<file path="src/rtl/fcc_pkg.sv">
// Shared types and default sizing for the frame capture controller.
package fcc_pkg;

    localparam int unsigned ADDR_W_DEF       = 17;
    localparam int unsigned FRAME_PIXELS_DEF = 76800;
    localparam int unsigned CNT_W_DEF        = 8;

    typedef enum logic [1:0] {
        StIdle    = 2'd0,
        StArmed   = 2'd1,
        StCapture = 2'd2
    } state_e;

    typedef logic bank_t;

endpackage

</file>
<file path="src/rtl/frame_capture_ctrl_if.sv">
// Frame-store bus: BRAM write port toward the frame memory plus the
// publish/release handshake toward the Ethernet TX reader.
interface frame_capture_ctrl_if
    import fcc_pkg::*;
#(
    parameter int unsigned ADDR_W = ADDR_W_DEF,
    parameter int unsigned CNT_W  = CNT_W_DEF
);
    logic              bram_we;
    logic [ADDR_W:0]   bram_waddr;
    logic [23:0]       bram_wdata;
    logic              frame_valid;
    bank_t             rd_bank;
    logic              rd_done;
    logic [CNT_W-1:0]  frame_seq;

    modport master (
        output bram_we, bram_waddr, bram_wdata, frame_valid, rd_bank, frame_seq,
        input  rd_done
    );

    modport slave (
        input  bram_we, bram_waddr, bram_wdata, frame_valid, rd_bank, frame_seq,
        output rd_done
    );
endinterface

</file>
<file path="src/rtl/fcc_bank_alloc.sv">
// Ping-pong bank bookkeeping: full flags, per-bank frame tags, oldest-bank
// publishing to the reader, and the free-bank choice for a starting frame.
module fcc_bank_alloc
    import fcc_pkg::*;
#(
    parameter int unsigned CNT_W = CNT_W_DEF
) (
    input  logic             pclk,
    input  logic             rst,
    input  logic             complete,
    input  bank_t            cmp_bank,
    input  logic [CNT_W-1:0] cmp_tag,
    input  logic             start,
    input  bank_t            wr_bank,
    input  logic             rd_done,
    output logic             free_any,
    output bank_t            free_bank,
    output logic             frame_valid,
    output bank_t            rd_bank,
    output logic [CNT_W-1:0] frame_seq
);
    logic [1:0]       full_q, full_n;
    logic [CNT_W-1:0] tag_q [2];
    bank_t            last_q, last_n, oldest_q, rd_bank_q, pub, pref, nxt_wr;
    logic             fv_q, rel;
    logic [CNT_W-1:0] seq_q;

    assign rel = rd_done & fv_q;

    // Release and completion land before the free check so a same-cycle
    // frame start sees the bank just freed and never the one just filled.
    always_comb begin
        full_n = full_q;
        last_n = last_q;
        if (rel) full_n[rd_bank_q] = 1'b0;
        if (complete) begin
            full_n[cmp_bank] = 1'b1;
            last_n           = cmp_bank;
        end
        pref      = ~last_n;
        free_any  = ~&full_n;
        free_bank = full_n[pref] ? ~pref : pref;
        nxt_wr    = (start && free_any) ? free_bank : wr_bank;
        pub       = (&full_q) ? oldest_q : full_q[1];
    end

    always_ff @(posedge pclk) begin
        if (rst) begin
            full_q    <= 2'b00;
            tag_q[0]  <= '0;
            tag_q[1]  <= '0;
            last_q    <= 1'b1;
            oldest_q  <= 1'b0;
            fv_q      <= 1'b0;
            rd_bank_q <= 1'b0;
            seq_q     <= '0;
        end else begin
            full_q <= full_n;
            last_q <= last_n;
            if (complete) begin
                tag_q[cmp_bank] <= cmp_tag;
                if (!full_n[~cmp_bank]) oldest_q <= cmp_bank;
            end
            if (fv_q && !rd_done) begin
                fv_q <= 1'b1;
            end else if (!fv_q && (|full_q)) begin
                fv_q      <= 1'b1;
                rd_bank_q <= pub;
                seq_q     <= tag_q[pub];
            end else begin
                fv_q <= 1'b0;
                // Steer the idle pointer off the bank about to be written.
                if (nxt_wr == rd_bank_q) rd_bank_q <= ~nxt_wr;
            end
        end
    end

    assign frame_valid = fv_q;
    assign rd_bank     = rd_bank_q;
    assign frame_seq   = seq_q;

endmodule

</file>
<file path="src/rtl/frame_capture_ctrl.sv">
// Captures downscaled pixels into a ping-pong BRAM frame store and hands full
// frames to the reader. Optional FCC_TESTPAT_EN replaces pixel data with a pattern.
module frame_capture_ctrl
    import fcc_pkg::*;
#(
    parameter int unsigned ADDR_W       = ADDR_W_DEF,
    parameter int unsigned FRAME_PIXELS = FRAME_PIXELS_DEF,
    parameter bit          VSYNC_POL    = 1'b1,
    parameter int unsigned CNT_W        = CNT_W_DEF
) (
    input  logic                 pclk,
    input  logic                 rst,
    input  logic                 cap_en,
    input  logic                 i_vsync,
    input  logic                 i_ena,
    input  logic [23:0]          i_rgb,
    frame_capture_ctrl_if.master bus,
    output logic [CNT_W-1:0]     drop_cnt,
    output logic [CNT_W-1:0]     short_cnt,
    output logic                 busy
);
    localparam int unsigned PW = ADDR_W + 1;
    localparam logic [PW-1:0] FP = PW'(FRAME_PIXELS);

    state_e           state_q, state_d;
    bank_t            wr_bank_q, wr_bank_d, free_bank;
    logic [PW-1:0]    pix_cnt_q, pix_cnt_d;
    logic             ovl_q, ovl_d;
    logic [CNT_W-1:0] seq_q, seq_d, drop_q, drop_d, short_q, short_d;
    logic             vs_q, fb_q, act, in_cap, good, complete, start_try, px_acc;
    logic             free_any, we_q;
    logic [ADDR_W:0]  waddr_q;
    logic [23:0]      wdata_q, wdata_n;

    assign act       = (i_vsync == VSYNC_POL);
    assign in_cap    = (state_q == StCapture);
    assign good      = (pix_cnt_q == FP) && !ovl_q;
    assign complete  = in_cap && fb_q && good;
    assign start_try = fb_q && cap_en && (state_q == StArmed || in_cap);
    // Pixels arriving on the boundary cycle belong to neither frame.
    assign px_acc    = in_cap && !fb_q && i_ena && (pix_cnt_q < FP);

    fcc_bank_alloc #(
        .CNT_W (CNT_W)
    ) u_alloc (
        .pclk        (pclk),
        .rst         (rst),
        .complete    (complete),
        .cmp_bank    (wr_bank_q),
        .cmp_tag     (seq_q),
        .start       (start_try),
        .wr_bank     (wr_bank_q),
        .rd_done     (bus.rd_done),
        .free_any    (free_any),
        .free_bank   (free_bank),
        .frame_valid (bus.frame_valid),
        .rd_bank     (bus.rd_bank),
        .frame_seq   (bus.frame_seq)
    );

    always_comb begin
        state_d   = state_q;
        wr_bank_d = wr_bank_q;
        pix_cnt_d = pix_cnt_q;
        ovl_d     = ovl_q;
        seq_d     = seq_q;
        drop_d    = drop_q;
        short_d   = short_q;
        unique case (state_q)
            StIdle:  if (cap_en) state_d = StArmed;
            StArmed: if (!cap_en) state_d = StIdle;
            StCapture: begin
                if (fb_q) begin
                    if (good) seq_d = seq_q + 1'b1;
                    else if (short_q != '1) short_d = short_q + 1'b1;
                    if (!cap_en) state_d = StIdle;
                end else if (i_ena) begin
                    if (pix_cnt_q < FP) pix_cnt_d = pix_cnt_q + 1'b1;
                    else ovl_d = 1'b1;
                end
            end
            default: state_d = StIdle;
        endcase
        if (start_try) begin
            if (free_any) begin
                wr_bank_d = free_bank;
                pix_cnt_d = '0;
                ovl_d     = 1'b0;
                state_d   = StCapture;
            end else begin
                state_d = StArmed;
                if (drop_q != '1) drop_d = drop_q + 1'b1;
            end
        end
    end

`ifdef FCC_TESTPAT_EN
    logic [31:0] pc32, tg32;
    always_comb begin
        pc32    = 32'(pix_cnt_q);
        tg32    = 32'(seq_q);
        wdata_n = {pc32[7:0], ~pc32[7:0], tg32[7:0]};
    end
`else
    always_comb begin
        wdata_n = i_rgb;
    end
`endif

    always_ff @(posedge pclk) begin
        if (rst) begin
            state_q   <= StIdle;
            wr_bank_q <= 1'b0;
            pix_cnt_q <= '0;
            ovl_q     <= 1'b0;
            seq_q     <= '0;
            drop_q    <= '0;
            short_q   <= '0;
            vs_q      <= 1'b0;
            fb_q      <= 1'b0;
            we_q      <= 1'b0;
            waddr_q   <= '0;
            wdata_q   <= '0;
        end else begin
            state_q   <= state_d;
            wr_bank_q <= wr_bank_d;
            pix_cnt_q <= pix_cnt_d;
            ovl_q     <= ovl_d;
            seq_q     <= seq_d;
            drop_q    <= drop_d;
            short_q   <= short_d;
            vs_q      <= act;
            fb_q      <= act && !vs_q;
            we_q      <= px_acc;
            if (px_acc) begin
                waddr_q <= {wr_bank_q, pix_cnt_q[ADDR_W-1:0]};
                wdata_q <= wdata_n;
            end
        end
    end

    assign bus.bram_we    = we_q;
    assign bus.bram_waddr = waddr_q;
    assign bus.bram_wdata = wdata_q;
    assign drop_cnt       = drop_q;
    assign short_cnt      = short_q;
    assign busy           = in_cap;

endmodule

</file>
<file path="src/flat_wrapper.sv">
// flat-port wrapper written by rule: the top's interface ports become plain ports
module frame_capture_ctrl_flat import fcc_pkg::*;
#(
    parameter int unsigned ADDR_W       = ADDR_W_DEF,
    parameter int unsigned FRAME_PIXELS = FRAME_PIXELS_DEF,
    parameter bit          VSYNC_POL    = 1'b1,
    parameter int unsigned CNT_W        = CNT_W_DEF
)
  (pclk, rst, cap_en, i_vsync, i_ena, i_rgb, drop_cnt, short_cnt, busy, bus_bram_we, bus_bram_waddr, bus_bram_wdata, bus_frame_valid, bus_rd_bank, bus_frame_seq, bus_rd_done);
  frame_capture_ctrl_if #(.ADDR_W(ADDR_W), .CNT_W(CNT_W)) bus_i ();
  input  logic pclk;
  input  logic rst;
  input  logic cap_en;
  input  logic i_vsync;
  input  logic i_ena;
  input  logic [23:0] i_rgb;
  output logic [CNT_W-1:0] drop_cnt;
  output logic [CNT_W-1:0] short_cnt;
  output logic busy;
  output wire logic [$bits(bus_i.bram_we)-1:0] bus_bram_we;
  output wire logic [$bits(bus_i.bram_waddr)-1:0] bus_bram_waddr;
  output wire logic [$bits(bus_i.bram_wdata)-1:0] bus_bram_wdata;
  output wire logic [$bits(bus_i.frame_valid)-1:0] bus_frame_valid;
  output wire logic [$bits(bus_i.rd_bank)-1:0] bus_rd_bank;
  output wire logic [$bits(bus_i.frame_seq)-1:0] bus_frame_seq;
  input wire logic [$bits(bus_i.rd_done)-1:0] bus_rd_done;
  assign bus_bram_we = bus_i.bram_we;
  assign bus_bram_waddr = bus_i.bram_waddr;
  assign bus_bram_wdata = bus_i.bram_wdata;
  assign bus_frame_valid = bus_i.frame_valid;
  assign bus_rd_bank = bus_i.rd_bank;
  assign bus_frame_seq = bus_i.frame_seq;
  assign bus_i.rd_done = bus_rd_done;
  frame_capture_ctrl #(.ADDR_W(ADDR_W), .FRAME_PIXELS(FRAME_PIXELS), .VSYNC_POL(VSYNC_POL), .CNT_W(CNT_W)) u_core (.pclk(pclk), .rst(rst), .cap_en(cap_en), .i_vsync(i_vsync), .i_ena(i_ena), .i_rgb(i_rgb), .bus(bus_i), .drop_cnt(drop_cnt), .short_cnt(short_cnt), .busy(busy));
endmodule
</file>
<file path="config.mk">
export PLATFORM = sky130hd
export DESIGN_NAME = frame_capture_ctrl_flat
export DESIGN_NICKNAME = d
export VERILOG_FILES = /design/src/rtl/fcc_pkg.sv /design/src/rtl/frame_capture_ctrl_if.sv /design/src/rtl/fcc_bank_alloc.sv /design/src/rtl/frame_capture_ctrl.sv /design/src/flat_wrapper.sv
export SDC_FILE = /design/constraint.sdc
export NUM_CORES = 1
export LEC_CHECK = 0
export BUFFER_PORTS_ARGS = -buffer_cell sky130_fd_sc_hd__buf_2
export CAP_MARGIN = 20
export CORE_MARGIN = 4
export CORE_UTILIZATION = 55
export CTS_BUF_LIST = sky130_fd_sc_hd__clkbuf_16
export CTS_CLUSTER_SIZE = 30
export DETAILED_ROUTE_END_ITERATION = 10
export HOLD_SLACK_MARGIN = 0.15
export PLACE_DENSITY = 0.79
export SYNTH_ARGS = -nofsm -noshare
export SYNTH_HDL_FRONTEND = slang
export SYNTH_SLANG_ARGS = --single-unit
export TNS_END_PERCENT = 20
</file>
<file path="constraint.sdc">
create_clock -name pclk -period 2.82 [get_ports pclk]
set_input_delay 0.141 -clock pclk [delete_from_list [all_inputs] [get_ports pclk]]
set_output_delay 0.141 -clock pclk [all_outputs]
set_load 0.01 [all_outputs]
</file>
# Word-level counts from Yosys, hierarchy flattened

Memories as Yosys holds them, arrays and structs flattened. A register that Yosys moved wholly into a read port is not among the register bits.
Index checks and enable logic that the tools add are counted.

Register bits after elaboration: 97
Bits in writable memories: 16
Input bits: 30
Output and inout bits: 70
Word-level logic and storage cells: 127
Memories: 1

Memory list:

| memory               | depth | bits a word | read ports | clocked after memory_dff | write ports | line                 | source |
|---|---|---|---|---|---|---|---|
| u_core.u_alloc.tag_q | 2     | 8           | 1          | 1                        | 2           | fcc_bank_alloc.sv:23 | `logic [CNT_W-1:0] tag_q [2];` |

Add/subtract/negate cells: 4
Magnitude comparators: 7
Equality and inequality tests: 8
Muxes and demuxes: 44
Bitwise gates (word level): 11
Reduce and logical (&&, ||, !) cells: 35

Operators with widths:

| cell                                                                            | number |
|---|---|
| 18-bit two-way mux                                                              | 6 |
| 1-bit two-way mux                                                               | 27 |
| 8-bit by 1-bit adder with 8-bit output (second input constant)                  | 3 |
| 18-bit by 1-bit adder with 18-bit output (second input constant)                | 1 |
| 18-bit by 17-bit equality test with 1-bit output (second input constant)        | 1 |
| 18-bit by 17-bit less-than comparator with 1-bit output (second input constant) | 1 |
| 8-bit inequality test (second input constant)                                   | 2 |
| 1-bit logical AND                                                               | 14 |
| 2-bit two-way mux                                                               | 7 |
| 2-bit AND reduction                                                             | 7 |
| 1-bit by 2-bit less-than comparator with 1-bit output (second input constant)   | 4 |
| 8-bit two-way mux                                                               | 1 |
| 4-bit AND reduction                                                             | 2 |
| 8-bit OR reduction                                                              | 1 |
| 1-bit NOT                                                                       | 7 |
| 1-bit logical NOT                                                               | 6 |
| 2-bit one-hot mux with 3 select lines                                           | 1 |
| 3-bit by 2-bit inequality test with 1-bit output (second input constant)        | 1 |
| 3-bit inequality test (second input constant)                                   | 1 |
| 3-bit AND reduction                                                             | 1 |
| 2-bit AND                                                                       | 1 |
| 1-bit demux with 1-bit select                                                   | 2 |
| 2-bit by 1-bit equality test with 1-bit output (second input constant)          | 1 |
| 2-bit equality test (second input constant)                                     | 1 |
| other kinds (9)                                                                 | 10 |

# Longest topological paths before layout

Gate-level depths: netlist (run 1).

Depth in word-level cells: 16
Gate-level depth with buffers: 9
Depth with buffers taken out: 7

# Hierarchy

From an unflattened synthesis (run 1), not the netlist that was laid out.

Cells, all modules: 581
Area total of the unflattened synthesis: 5,103.6 µm²

Modules (own cells, without submodules):

| module             | instances | cells an instance | area an instance (µm²) | sequential area each (µm²) |
|---|---|---|---|---|
| frame_capture_ctrl | 1         | 465               | 3,806.2                | 1,821.7 |
| fcc_bank_alloc     | 1         | 116               | 1,297.5                | 760.7 |

# Least setup slack after synthesis (run 1)

OpenSTA, ideal clock, no wires.

Path type: reg2reg
From: register u_core.state_q[0]
To: register u_core.drop_q[2], in the netlist u_core.drop_cnt[2]
Setup time: 123 ps
Arrival time: 2,091 ps
Data required time: 2,697 ps
Path slack: 605 ps
Cell stages (with the launch flop): 9
Buffers on the path: 1
Clock period less this slack: 2,215 ps
Path through: dfxtp_1 inv_1 ha_1 and2_1 nand4_2 or4b_1 buf_4 a21boi_2 mux2_1

Cells in the longest elaborated chain, start to end: 5
Elaborated cells between the ends (all ways): 8
Classes of those cells: eq/ne (2); mux (1); reduce/logical (5)

Ends and longest elaborated chain:

| item                                   | line                      | source |
|---|---|---|
| start, declared                        | frame_capture_ctrl.sv:25  | `state_e state_q, state_d;` |
| start signal, assigned                 | frame_capture_ctrl.sv:112 | `state_q <= StIdle;` |
| start signal, assigned                 | frame_capture_ctrl.sv:125 | `state_q <= state_d;` |
| 2-bit equality test *                  | frame_capture_ctrl.sv:36  | `assign in_cap = (state_q == StCapture);` |
| named net busy                         | flat_wrapper.sv:19        | `output logic busy;` |
| 1-bit logical AND (2 in series)        | frame_capture_ctrl.sv:38  | `assign complete = in_cap && fb_q && good;` |
| 2-bit two-way mux                      | fcc_bank_alloc.sv:36      | `if (complete) begin` |
| 4-bit AND reduction (no source line) * | n/a                       |  |
| end signal, assigned                   | frame_capture_ctrl.sv:130 | `drop_q <= drop_d;` |
| end, declared                          | frame_capture_ctrl.sv:29  | `logic [CNT_W-1:0] seq_q, seq_d, drop_q, drop_d, short_q, short_d;` |

The timed path passes the listed nets; every way through them passes the cells marked *.
A chain may end at the register's enable or synchronous reset.

# Worst setup path after layout (run 1)

From: register u_core.state_q[1]
To: register u_core.drop_q[4], in the netlist u_core.drop_cnt[4]

Cells in the longest elaborated chain, start to end: 5
Elaborated cells between the ends (all ways): 8
Classes of those cells: eq/ne (2); mux (1); reduce/logical (5)

Ends and longest elaborated chain:

| item                                   | line |
|---|---|
| 2-bit equality test                    | frame_capture_ctrl.sv:36 |
| 1-bit logical AND (2 in series)        | frame_capture_ctrl.sv:38 |
| 2-bit two-way mux                      | fcc_bank_alloc.sv:36 |
| 4-bit AND reduction (no source line) * | n/a |

Mark *: on every way between the ends. The rest lies on a longest branch, timed or not.

==> flow_metrics.py, run 1 <==
metrics = {
    "yosys": {
        "synthArstFlopShare_pct": 0,
        "ys.flop_type": "dfxtp_1",
        "syn_inst": 588,
        "yosys.cell_types.count": 60,
        "netlist_area_mm2": 0.005241,
        "synth_area_leader_cell": "dfxtp_1",
        "ys_seq_area_share_pct": 49.27,
        "synth_seq_cells": 121,
        "synthTopCellsByArea": "dfxtp_1 40%, edfxtp_1 9.2%, nand2_1 7.1%, a21oi_1 5.8%, nor2_1 3.5%",
        "yosysTopAreaCellShare_pct": 40.11,
        "avgSynthCellArea_um2": 8.914,
        "synth_edf_count": 16,
        "yosys_warnings": 0,
        "syn_nets": 625,
    },
    "sta": {
        "final_hold_viol_count": 0,
        "slew_viol_final": 0,
        "fmax_mhz": 378.6,
        "hold-worst-slack_ns": 0.2111,
        "setup_viol": 0,
        "fin_crit_sh_pct": 93.66,
        "worst_slew_pin_slew_ns": 0.9037,
        "rsz0062_at_grt": "false",
        "finalCriticalPeriod_ns": 2.641,
        "relSlewSlack_pct": 39.53,
        "skew_ns": 0.008401,
        "finalSetupTns_ns": 0,
    },
    "grt": {
        "met3_usage_pct": 6.001,
        "globalRouteTotalUtil_pct": 24.30,
        "gr-usage-met2_pct": 40.44,
        "grt_start_max_net_pins": 52,
        "overflow": 0,
        "grt_pass1_wl_um": 22020,
        "antenna_found_initial": 1,
        "grt_busiest_layer": "met2",
        "met1_usage_pct": 29.47,
        "grt_pass1_vias": 4549,
    },
    "floorplanning": {
        "die_area_mm2": 0.01116,
        "core.rowCount": 35,
        "die_w_um": 105.6,
        "core_area_mm2": 0.009240,
        "pin_count": 100,
        "die_h_um": 105.6,
        "start_util_pct": 56.72,
    },
    "critical_path": {
        "required_ns": 3.10,
        "crit_arrival_ns": 2.93,
        "rrSetupSlack_ns": 0.18,
        "path_class": "flop to flop",
        "timing.rr.start": "u_core.state_q[1]$_SDFFE_PP0P_",
        "startpoint_type": "flop",
        "cp-end-kind": "flop",
        "cp_max_fo": 9,
        "setup.worst_path.start": "u_core.state_q[1]$_SDFFE_PP0P_",
    },
    "hold_path": {
        "hp-class": "primary input to flop",
        "holdCritStartpoint": "rst",
    },
    "cts": {
        "cts.sinks": 121,
        "root_buffer": "clkbuf_16",
        "clockBufferDepth": 2,
        "clkTransAtPathRegs_ns": 0.06,
        "cts_buffers": 17,
        "cts_tree": "yes",
        "clock_latency_ns": 0.41,
        "cts_resized": 0,
        "postCtsSetupRepairBufs": 0,
        "h-tree-depth": 4,
        "cts_hold_buf": 26,
    },
    "layout": {
        "n_fill_cell": 659,
        "multi_input_area_mm2": 0.002426,
        "final_nets": 745,
        "drive_gt1_share_pct": 22.61,
        "layoutNonFillerInstCount": 851,
        "areaGrowthSynthToFinish_pct": 27.52,
        "seqCellArea_mm2": 0.002582,
    },
    "drt": {
        "wirelength_um": 13270,
        "route.detailed.drc": 0,
        "routed_via_density": 5.571,
        "routedWlPerCell_um": 15.59,
        "drtIter0Drc": 366,
        "num_vias": 4741,
        "drtAntennaViolNets": 0,
        "firstDrtPassIters": 5,
    },
    "placement": {
        "port_buffers": 99,
        "gp_congestion": 0.8589,
        "dp_hpwl_um": 8284,
        "place_inst": 792,
    },
    "pwr": {
        "sw_frac_of_total_pct": 21.76,
        "p_switching_w": 0.0008947,
        "vdd_drop_max_uv": 459.3,
        "p_per_area_mw_per_mm2": 615.2,
        "comb_power_share_pct": 3.4,
        "power_frac_clock_pct": 53.5,
        "seqPwrFrac_pct": 43.1,
        "total_power_w": 0.004112,
        "p_leak_nw": 2.639,
        "internal_power_w": 0.003217,
    },
    "flow_run": {
        "max_cap_viol_count": 0,
    },
    "status": {
        "outcome": "finished, final reports clean",
    },
}
==> state kept, by name, summed over array words and instances, names as in the netlist <==
signal	flops
u_core.bus.bram_wdata	24
u_core.bus.bram_waddr	18
u_core.pix_cnt_q	18
u_core.u_alloc.tag_q	16
u_core.drop_cnt	8
u_core.seq_q	8
u_core.short_cnt	8
u_core.u_alloc.frame_seq	8
u_core.state_q	2
u_core.u_alloc.full_q	2
u_core.bus.bram_we	1
u_core.fb_q	1
u_core.ovl_q	1
u_core.u_alloc.frame_valid	1
u_core.u_alloc.last_q	1
u_core.u_alloc.oldest_q	1
u_core.u_alloc.rd_bank	1
u_core.vs_q	1
u_core.wr_bank_q	1
==> power by group through the flow <==
stage | clock network (W) | registers (W) | logic [W]
4_1_cts | 0.00221 | 0.00177 | 0.000133
3_3_place_gp | 0 | 0.00181 | 0.0000992
2_1_floorplan | 0 | 0.00181 | 0.0000673
6_report | 0.00220 | 0.00177 | 0.000140
5_1_grt | 0.00231 | 0.00177 | 0.000150
3_5_place_dp | 0 | 0.00181 | 0.000104
==> cell usage in the layout (no fill, tap or decap), types with 7 or more instances in the layout <==
master         count
clkbuf_16         17
nand2_1           99
mux2i_1            9
a21oi_1           61
a211oi_1          11
nor2b_1           10
inv_1             21
nor2_1            48
dfxtp_1          105
and2_1            17
nand3_1           16
ha_1               7
dlygate4sd3_1     26
xnor2_1           21
edfxtp_1          16
buf_4             10
nor4_1            16
nand4_1           10
buf_2             99
==> worst paths after layout <==
kind	to	cells past startpoint
setup reg to reg	u_core.drop_cnt[4]$_SDFFE_PP0P_	7
hold / removal	u_core.seq_q[6]$_SDFFE_PP0P_	2
setup / recovery	u_core.drop_cnt[4]$_SDFFE_PP0P_	7
hold reg to reg	u_core.fb_q$_SDFF_PP0_	1
==> per-stage QoR <==
stage / utilization [%] / cell area [µm²] / worst slack [ns]
2_1_floorplan: - / 5241 / 0.6053
3_3_place_gp: 62.98 / 5819 / 0.4542
3_5_place_dp: 62.98 / 5819 / 0.2892
4_1_cts: 72.31 / 6681 / 0.2829
5_1_grt: 72.34 / 6684 / 0.09724
6_report: 72.34 / 6684 / 0.1787
==> metal layers <==
metal  vias to the layer above  share of wire [%]
li1                       2290                  -
met1                      2232                 42
met2                       167                 50
met3                        52                5.2
met4                         0                3.4
met5                         -                  0
==> final cells by class <==
class,instances,share of cell area (%)
Antenna cell,1,0.03744
Clock buffer,17,6.365
Clock inverter,15,2.639
Inverter,21,1.179
Multi-Input combinational cell,412,36.30
Sequential cell,121,38.64
Tap cell,129,2.415
Timing Repair Buffer,135,12.43
==> critical path, stage by stage (launching register included) <==
cell and delay [ns]:
dfxtp_1 0.40, inv_1 0.06, ha_1 0.33, nand3_1 0.17
a41o_1 0.28, or4b_1 0.71, a21oi_2 0.20, mux2_1 0.35
==> synth_stat cells, drive strengths merged (2+ instances only) <==
library cell / instances
dfxtp: 105
nand2: 99
a21oi: 65
nor2: 51
clkbuf: 25
inv: 21
xnor2: 21
nor4: 18
and2: 17
edfxtp: 16
nand3: 16
nand4: 12
a211oi: 11
nor2b: 10
buf: 9
mux2i: 9
ha: 7
mux2: 6
or4: 6
a21o: 5
and3: 5
o31ai: 5
or2: 5
nor3: 4
nor4b: 4
o21ai: 4
a31o: 3
and4: 3
nand3b: 3
o22ai: 3
nand2b: 2
o211ai: 2
or4b: 2
xor2: 2
==> kinds of logic (layout without fill, tap and decap cells) <==
group,count (synthesis),in the layout,synth area share [%]
compound gates,107,107,12.63
xor+xnor,23,23,3.844
fa+ha+maj,7,7,1.671
buf+inv,55,188,4.488
flops,121,121,49.27
mux,15,15,3.008
other cells,0,1,0
simple gates,260,260,25.09
No activity file was read; power rests on OpenSTA's default activity.
==> run 2: changes to the inputs <==
--- a/config.mk
+++ b/config.mk
@@ -8,13 +8,13 @@
 export BUFFER_PORTS_ARGS = -buffer_cell sky130_fd_sc_hd__buf_2
 export CAP_MARGIN = 20
 export CORE_MARGIN = 4
-export CORE_UTILIZATION = 55
+export CORE_UTILIZATION = 25
 export CTS_BUF_LIST = sky130_fd_sc_hd__clkbuf_16
 export CTS_CLUSTER_SIZE = 30
 export DETAILED_ROUTE_END_ITERATION = 10
 export HOLD_SLACK_MARGIN = 0.15
-export PLACE_DENSITY = 0.79
 export SYNTH_ARGS = -nofsm -noshare
 export SYNTH_HDL_FRONTEND = slang
+export SYNTH_HIERARCHICAL = 1
 export SYNTH_SLANG_ARGS = --single-unit
 export TNS_END_PERCENT = 20
==> run 2 against run 1 <==
Effect of this change: worst setup slack gained 0.0069 ns; sequential cell count stayed put; non-clock buffer count is 9 higher; final cell count rose by 17%; synthesized cell count is 1.2% lower; highest routed layer unchanged.
==> flow_metrics.py, run 2 <==
metrics = {
    "status": {
        "outcome": "finished, final reports clean",
    },
    "grt": {
        "globalRouteTotalUtil_pct": 11.41,
        "overflow": 0,
        "antenna_found_initial": 0,
        "grt_start_max_net_pins": 45,
        "grt_pass1_vias": 4018,
        "grt_pass1_wl_um": 20610,
    },
    "yosys": {
        "ys.flop_type": "dfxtp_1",
        "synth_compound_area_share_pct": 11.42,
        "synth_xor_area_share_pct": 4.119,
        "ys_seq_area_share_pct": 50.60,
        "synthTopCellsByArea": "dfxtp_1 41%, edfxtp_1 9.4%, nand2_1 8.0%, a21oi_1 5.6%, nor2_1 4.4%",
        "synthArstFlopShare_pct": 0,
        "netlist_area_mm2": 0.005104,
        "yosysTopAreaCellShare_pct": 41.19,
        "syn_inst": 581,
        "synth.most_common_cell": "nand2_1",
        "synthAdderAreaFrac_pct": 1.716,
        "avgSynthCellArea_um2": 8.784,
        "synth_top_family_by_area": "simple AND/OR/NAND/NOR gates",
        "synth_common_cells": "109 x nand2_1, 105 x dfxtp_1, 60 x nor2_1",
        "syn_nets": 618,
        "synthSimpleGateAreaFrac_pct": 25.77,
        "synth_edf_count": 16,
        "synth_area_leader_cell": "dfxtp_1",
        "synth_seq_cells": 121,
        "yosys.cell_types.count": 54,
        "yosys_warnings": 6,
        "muxShareOfSynthArea_pct": 2.599,
    },
    "layout": {
        "n_fill_cell": 2146,
        "multi_input_area_mm2": 0.002352,
        "drive_gt1_share_pct": 22.94,
        "layoutNonFillerInstCount": 998,
        "seqCellArea_mm2": 0.002582,
        "final_nets": 752,
        "mostFrequentLayoutCells": "109 x nand2_1, 105 x dfxtp_1, 99 x buf_2",
        "insertedDiodeCount": 0,
        "largest_register_ffs": 24,
        "final_common_cell": "nand2_1",
        "areaGrowthSynthToFinish_pct": 33.64,
    },
    "hold_path": {
        "hp-class": "primary input to flop",
        "holdCritStartpoint": "cap_en",
    },
    "critical_path": {
        "slowest_stage": "dfxtp_1",
        "crit_arrival_ns": 2.93,
        "path_class": "flop to flop",
        "setup.worst_path.start": "u_core/pix_cnt_q[1]$_SDFF_PP0_",
        "startpoint_type": "flop",
        "timing.rr.start": "u_core/pix_cnt_q[1]$_SDFF_PP0_",
        "cp-end-kind": "flop",
        "cp_common_cell": "nor2_1",
        "cpPeakStageDelay_ns": 0.34,
        "cp_max_fo": 8,
        "required_ns": 3.12,
        "rrSetupSlack_ns": 0.19,
        "path_cells": "inv_1, ha_1, nor4b_4, nand3_2, nor4_4, nand4_1, and3_4, inv_2, o211ai_1, buf_4, nor2_1, xnor2_1, nor2_1",
    },
    "sta": {
        "setup_viol": 0,
        "hold-worst-slack_ns": 0.1838,
        "final_hold_viol_count": 0,
        "relSlewSlack_pct": 56.24,
        "skew_ns": 0.01370,
        "fmax_mhz": 379.6,
        "slew_viol_final": 0,
        "fin_crit_sh_pct": 93.42,
        "worst_slew_pin_slew_ns": 0.6535,
        "finalCriticalPeriod_ns": 2.634,
    },
    "cts": {
        "cts_tree": "yes",
        "clkTransAtPathRegs_ns": 0.05,
        "cts_buffers": 17,
        "h-tree-depth": 4,
        "cts.sinks": 121,
        "root_buffer": "clkbuf_16",
        "clockBufferDepth": 2,
        "clock_latency_ns": 0.42,
    },
    "drt": {
        "routedWlPerCell_um": 12.97,
        "route.detailed.drc": 0,
        "routed_via_density": 4.396,
        "wirelength_um": 12940,
        "num_vias": 4387,
        "drtAntennaViolNets": 0,
        "drtIter0Drc": 263,
        "firstDrtPassIters": 4,
    },
    "floorplanning": {
        "core_area_mm2": 0.02017,
        "start_util_pct": 25.30,
        "die_area_mm2": 0.02276,
        "pin_count": 100,
        "die_h_um": 150.9,
        "die_w_um": 150.9,
        "core.rowCount": 52,
    },
    "placement": {
        "dp_hpwl_um": 8828,
        "place_inst": 934,
        "port_buffers": 99,
        "gp_congestion": 0.8018,
    },
    "flow_run": {
        "max_cap_viol_count": 0,
    },
    "pwr": {
        "p_leak_nw": 2.730,
        "p_per_area_mw_per_mm2": 588.8,
        "vdd_drop_max_uv": 404.8,
    },
}
## run 2: cell type report
type | count | area share [%]
flip-flops and latches | 121 | 37.86
multi-input cells | 413 | 34.49
repair buffers | 144 | 13.21
clock buffers | 18 | 6.604
well taps | 270 | 4.953
clock inverters | 14 | 1.890
inverters | 18 | 0.9906
## run 2: what timing repair did
action / 4_1_cts / 5_1_grt
hold buffers: 27 / 0
setup buffers: 0 / 5
endpoints found under the hold margin: 36 / 0
endpoints found under the setup margin: 0 / 21
gates resized for setup: 0 / 5
## run 2: where the power goes
| part | leakage [nW] | switching, W | internal [W] |
|---|---|---|---|
| Sequential | 0.998 | 0.00000643 | 0.00176 |
| Clock | 0.287 | 0.000778 | 0.00134 |
| Combinational | 1.44 | 0.0000693 | 0.0000615 |
| Total | 2.73 | 0.000853 | 0.00316 |
## run 2: layer usage
| layer | wire length [µm] | share of wire (%) | global-route usage, % | up-vias |
|---|---|---|---|---|
| met1 | 6107 | 47 | 15.28 | 2042 |
| met3 | 422 | 3.3 | 3.142 | 19 |
| met4 | 201 | 1.6 | 4.850 | 0 |
| met2 | 6211 | 48 | 17.28 | 72 |
| li1 | - | - | - | 2254 |
| met5 | 0 | 0 | 0 | - |
## run 2: path summary, 6_finish.rpt
kind | end | depth (start not counted)
max | u_core/drop_cnt[2]$_SDFFE_PP0P_ | 13
min reg2reg | u_core/fb_q$_SDFF_PP0_ | 1
max reg2reg | u_core/drop_cnt[2]$_SDFFE_PP0P_ | 13
min | u_core/state_q[1]$_SDFFE_PP0P_ | 4
## run 2: cells by family after synthesis
logic type	after synthesis
and+or+nand+nor	272
muxes	13
DFF	121
buffers and inverters	47
adders and majority gates	7
xor gates and xnor gates	24
AOI/OAI and AO/OA	97
## run 2: worst max-delay path: cells and delay by family, from the launching register on
family          cells  cell delay (ns)
buf+inv             3             0.37
simple gates        7             1.26
xor+xnor            1             0.13
compound gates      1             0.27
fa+ha+maj           1             0.16
flops               1             0.34
## run 2: stage by stage
stage	setup TNS, ns	worst slack (ns)	total power, W	util, %	cell area (µm²)
after floorplan	0	0.2064	0.001863	-	5104
after global placement	0	0.1095	0.001908	29.30	5909
after detailed placement	0	0.01395	0.001908	29.30	5909
after CTS	0	0.02137	0.004079	33.51	6759
after global routing	-0.1041	-0.04586	0.004174	33.82	6820
final	0	0.1856	0.004015	33.82	6820
